### config.mk
export PLATFORM = sky130hd
export DESIGN_NAME = cpu_stage_ctrl
export DESIGN_NICKNAME = d
export VERILOG_FILES = /design/src/rtl/cpu_stage_ctrl.sv
export SDC_FILE = /design/constraint.sdc
export NUM_CORES = 1
export LEC_CHECK = 0
export CORE_UTILIZATION = 50
export DETAILED_ROUTE_END_ITERATION = 16
export MAX_ROUTING_LAYER = met4
export PLACE_DENSITY = 0.84
export SYNTH_ARGS = -nofsm -noshare
export SYNTH_HDL_FRONTEND = slang
export SYNTH_SLANG_ARGS = --single-unit
### constraint.sdc
create_clock -name clk -period 3.3 [get_ports clk]
set_input_delay 0.66 -clock clk [delete_from_list [all_inputs] [get_ports clk]]
set_output_delay 0.66 -clock clk [all_outputs]
set_load 0.05 [all_outputs]
### src/rtl/cpu_stage_ctrl.sv
// Multi-cycle CPU stage sequencer (IF/ID/EX/MEM/WB/HALT) with strobe decode and retire counter.
// Define STAGE_SKIP_EN to let non-memory instructions bypass MEM (EX -> WB).
`timescale 1ns/1ps

module cpu_stage_ctrl #(
    parameter int RETIRE_W = 32
) (
    input  logic                clk,
    input  logic                rst,
    input  logic [6:0]          opcode,
    input  logic                mem_ready,
    input  logic                halt_req,
    output logic [2:0]          stage,
    output logic                mem_req,
    output logic                ir_load,
    output logic                mem_w_en,
    output logic                reg_w_en,
    output logic                pc_load,
    output logic [RETIRE_W-1:0] retired,
    output logic                halted
);

    typedef enum logic [2:0] {
        ST_IF   = 3'd0,
        ST_ID   = 3'd1,
        ST_EX   = 3'd2,
        ST_MEM  = 3'd3,
        ST_WB   = 3'd4,
        ST_HALT = 3'd5
    } stage_t;

    localparam logic [6:0] OP_LOAD   = 7'b0000011;
    localparam logic [6:0] OP_STORE  = 7'b0100011;
    localparam logic [6:0] OP_OP     = 7'b0110011;
    localparam logic [6:0] OP_OPIMM  = 7'b0010011;
    localparam logic [6:0] OP_LUI    = 7'b0110111;
    localparam logic [6:0] OP_AUIPC  = 7'b0010111;
    localparam logic [6:0] OP_JAL    = 7'b1101111;
    localparam logic [6:0] OP_JALR   = 7'b1100111;

    localparam logic [RETIRE_W-1:0] RETIRE_ONE = {{(RETIRE_W-1){1'b0}}, 1'b1};

    function automatic logic is_mem_op(input logic [6:0] op);
        return (op == OP_LOAD) || (op == OP_STORE);
    endfunction

    function automatic logic writes_rd(input logic [6:0] op);
        logic w;
        case (op)
            OP_OP, OP_OPIMM, OP_LOAD, OP_LUI,
            OP_AUIPC, OP_JAL, OP_JALR: w = 1'b1;
            default:                   w = 1'b0;
        endcase
        return w;
    endfunction

    stage_t state;
    logic   mem_op;
    logic   store_op;
    logic   rd_op;
    logic   skip_mem;

    assign mem_op   = is_mem_op(opcode);
    assign store_op = (opcode == OP_STORE);
    assign rd_op    = writes_rd(opcode);

`ifdef STAGE_SKIP_EN
    assign skip_mem = !mem_op;
`else
    assign skip_mem = 1'b0;
`endif

    // Sequencer: reset drops any in-flight instruction without retiring it.
    always_ff @(posedge clk or negedge rst) begin
        if (!rst) begin
            state   <= ST_IF;
            retired <= '0;
            halted  <= 1'b0;
        end else begin
            case (state)
                ST_IF:   if (mem_ready) state <= ST_ID;
                ST_ID:   state <= ST_EX;
                ST_EX:   state <= skip_mem ? ST_WB : ST_MEM;
                ST_MEM:  if (!mem_op || mem_ready) state <= ST_WB;
                ST_WB: begin
                    retired <= retired + RETIRE_ONE;
                    if (halt_req) begin
                        state  <= ST_HALT;
                        halted <= 1'b1;
                    end else begin
                        state  <= ST_IF;
                    end
                end
                ST_HALT: state <= ST_HALT;
                default: state <= ST_IF;
            endcase
        end
    end

    assign stage = state;

    // Strobes decode from the current stage so IF/MEM handshakes respond in the same cycle.
    always_comb begin
        mem_req  = 1'b0;
        ir_load  = 1'b0;
        mem_w_en = 1'b0;
        reg_w_en = 1'b0;
        pc_load  = 1'b0;
        case (state)
            ST_IF: begin
                mem_req = 1'b1;
                ir_load = mem_ready & rst;
            end
            ST_MEM: begin
                if (mem_op) begin
                    mem_req  = 1'b1;
                    mem_w_en = store_op & mem_ready;
                end
            end
            ST_WB: begin
                pc_load  = 1'b1;
                reg_w_en = rd_op;
            end
            default: ;
        endcase
    end

endmodule

Yosys cells after proc, flatten, opt, wreduce, memory -nomap -nowiden
Cells that the tools add are included.
- register bits after elaboration: 36
- bitwise operators: 2
- reduce and logical (&&, ||, !) cells: 7
- add/subtract/negate cells: 1
- mux-type cells: 12
- equality and inequality tests: 15
- operators by type and width (kind ; count):
    $add 32x1->32 const B ; 1
    $eq 7x6->1 const B ; 3
    $pmux 3 s6 ; 1
    $eq 7x5->1 const B ; 2
    $eq 7x7->1 const B ; 2
    $mux 3 ; 3
    $eq 7x2->1 const B ; 1
    $mux 1 ; 7
    $reduce_or 7->1 ; 1
    $eq 3x2->1 const B ; 2
    $eq 3x3->1 const B ; 2
    $ne 2x2->1 const B ; 2
    $reduce_and 2->1 ; 2
    $eq 3x1->1 const B ; 1
    $logic_not 3->1 ; 1
    $and 1x1->1 ; 2
    $logic_or 1x1->1 ; 2
    $pmux 1 s2 ; 1
    $logic_not 1->1 ; 1

Longest topological paths before layout
- word-level depth: 6
- depth in mapped cells: 5
- gate-level depth less buffers: 5

Least setup slack after synthesis
Ideal clock, no wire load.
- kind: reg2out
- from: reg state[2] (netlist: stage[2])
- to: out reg_w_en
- arrival time: 2380 ps
- cell stages (with the launch flop): 6
- data required time: 2640 ps
- setup slack: 260 ps
- path through: dfrtp_1 or3b_1 buf_2 clkinv_1 nand3_1 a21oi_1
- cells in the longest elaborated chain, start to end: 2
- RTL lines (what ; line ; RTL):
    from (decl) ; 57 ; stage_t state;
    from (signal assigned) ; 83 ; ST_EX: state <= skip_mem ? ST_WB : ST_MEM;
    $eq 3x3->1 ; 109 ; case (state)
    $mux 1 ; 109 ;
    to (decl) ; 17 ; output logic reg_w_en,
Every way passes these cells.

Final worst setup path
- from: reg state[0] (netlist: stage[0])
- to: out pc_load
- cells in the longest elaborated chain, start to end: 2
- RTL lines (what ; line ; RTL):
    $eq 3x3->1 ; 109 ;
    $mux 1 ; 109 ;
    to (decl) ; 18 ; output logic pc_load,
Every way passes these cells.

==> results.yml <==
outcome:
  status: "complete, no violations"
finish:
  synthToLayoutAreaGrowth_pct: 38.6
  nets: 230
  fill_cells: 230
  antenna_cells: 0
  final_area_mm2: 0.00237
  layout.cells.non_filler: 263
  layout-drive-gt1-share: 0.0868
grt:
  grtUsageTotal: 0.255
  antenna_found_initial: 0
  grt_pass1_vias: 1395
  grt_max_degree: 37
  grt_overflow: 0
  grt_pass1_wl_mm: 6.59
sta:
  drv_slew: 0
  setup_violations: 0
  fin_skew_ns: 0.0105
  rsz0062_at_grt: "no"
  setup_ws_ns: 0.284
  final_hold_viol_count: 0
  min_period_ns: 3.02
  slew_headroom: 0.407
  post-route-period-util: 0.914
  max_freq_mhz: 332
  worstMarginPinSlew_ns: 0.882
  setup_tns_ns: 0
logic_synthesis:
  ys_async_sr_fraction: 1.00
  synth_top_flop_cell: "dfrtp_1"
  synth_area_leader_cell: "dfrtp_1"
  ys_ff_latch: 36
  synthesis.area_mm2: 0.00171
  yosysSeqAreaShare: 0.526
  synth_top_cells_by_area: "dfrtp_1 (53%), xnor2_1 (12%), nand4_1 (5.8%), xor2_1 (4.1%), nand3_1 (3.5%)"
  synthesis.nets: 172
  yosysMostFrequentCell: "dfrtp_1"
  synth_top_area_frac: 0.526
  syn-instance-count: 160
  yosys-top-cells-count: "dfrtp_1 (36), xnor2_1 (23), nand4_1 (16)"
  synth_edf_count: 0
  ys_warn_count: 0
  ys_types: 32
  synth.avg_cell_area_um2: 10.7
worst_setup_path:
  arrival_ns: 2.36
  rr_startpoint: "stage[0]"
  slowest_stage: "clkdlybuf4s50_1"
  setup.worst_path.end: "pc_load"
  max_stage_delay_ns: 0.84
  criticalPathCategory: "flop to output pin"
  r2r-end: "retired[28]"
  crit_start: "stage[0]"
  rrSetupSlack_ns: 0.91
  cp_cell_sequence: "or3b_1, clkinv_1, clkdlybuf4s50_1"
  r2r_cells: 4
  critPathLaunchType: "flop"
  required_ns: 2.64
  crit_path_max_fanout: 8
  end_kind: "output pin"
power_and_ir_drop:
  ir_drop_uv: 457
  p_leak_nw: 1.03
  finalPower_mw: 1.29
  pwr_density_cell_mw_per_mm2: 544
placed_design:
  postPlaceCellArea_mm2: 0.00231
  gp_congestion: 0.862
  hpwl_mm: 3.12
  dp_slack_ns: 0.380
  dp.cells: 255
  port_buffers: 51
floorplan:
  rows: 20
  dieArea_mm2: 0.00366
  core_mm2: 0.00315
  dieHeight_um: 60.5
  io_pins: 52
  start_util: 0.543
  die_w_um: 60.5
detailed_routing:
  drc: 0
  dr.pass1.iters: 4
  wl_mm: 4.11
  ant_nets: 0
  drt-initial-drc-count: 61
  viasPerCell: 5.67
  via_count: 1492
  avgRoutedWirePerCell_um: 15.6
clock_tree:
  postCtsSetupRepairBufs: 0
  clkLatencyLatePin_ns: 0.34
  clk_pin_slew_worst_paths_ns: 0.10
  numClockSinks: 36
  cts_buffers: 5
  cts_tree: "yes"
  cts_resized: 0
  cts-root-buf: "clkbuf_4"
  cts_max_path_buffers: 2
  cts_max_level: 2
  post_cts_hold_buffer_count: 0
job:
  max_cap_violations: 0
min_path:
  hp-class: "flop to flop"
[where the power goes]
part | leakage, nW | internal [mW] | total, mW | switching, mW
sequential | 0.490 | 0.486 | 0.556 | 0.0693
clock | 0.0380 | 0.101 | 0.246 | 0.145
combinational | 0.502 | 0.182 | 0.490 | 0.308
[area by class of cell]
| type | count | area [um^2] | share of cell area |
|---|---|---|---|
| multi-input combinational | 120 | 796 | 0.335 |
| clock buffer | 6 | 51.3 | 0.0216 |
| tap | 44 | 55.1 | 0.0232 |
| clock inverter | 2 | 10.0 | 0.00421 |
| timing repair buffer | 52 | 551 | 0.232 |
| inverter | 3 | 11.3 | 0.00474 |
| sequential | 36 | 901 | 0.379 |
[routing by layer]
layer,routed length (um),part of all wire,up-vias,GRT usage
li1,-,-,692,-
met1,1730,0.42,729,0.308
met2,2090,0.51,61,0.403
met3,207,0.050,10,0.0704
met4,76,0.019,0,0.104
met5,0,0,-,-
[worst max-delay path: cells and delay by family (launching register included)]
| family | cells | cell delay [ns] |
|---|---|---|
| buffers and inverters | 2 | 1.04 |
| AND/OR/NAND/NOR | 1 | 0.51 |
| flip-flops | 1 | 0.47 |
[registers in the layout (all words and copies together), names as in the netlist]
name,cells
retired,32
halted,1
stage,3
[logic make-up after synthesis]
group           count (synthesis)  share of synthesized area
compound gates                  8                     0.0314
xor+xnor                       31                      0.159
simple gates                   80                      0.267
flops                          36                      0.526
fa+ha+maj                       1                    0.00730
buf+inv                         4                    0.00949
[through the flow]
step / hold WS [ns] / utilization
final: 0.469 / 0.753
after global routing: 0.484 / 0.753
after CTS: 0.478 / 0.752
after global placement: 0.443 / 0.733
after detailed placement: 0.449 / 0.733
after floorplan: 0.364 / -
[how the worst min path moves through the flow]
stage                       from  endpoint  slack [ns]  cells after the start
after floorplan              rst    halted        0.36                      0
after global placement    halted    halted        0.44                      1
after detailed placement  halted    halted        0.45                      1
after CTS                 halted    halted        0.48                      1
after global routing      halted    halted        0.48                      1
final                     halted    halted        0.47                      1
[layout by cell type, fill, tap and decap left out, drive strengths merged]
cell type	instances
clkdlybuf4s50	47
dfrtp	36
xnor2	23
nand4	16
nand2	15
nand3	12
nor2	11
xor2	8
and3	7
nor3	6
clkbuf	6
buf	4
nor4	4
clkinv	3
inv	2
a21oi	2
a21o	2
or4	2
or3b	1
and2	1
nand4b	1
o21ai	1
and2b	1
or4bb	1
or2	1
a41o	1
and4	1
a211oi	1
o22ai	1
ha	1
dlymetal6s2s	1
No activity file was read; power rests on OpenSTA's default activity.
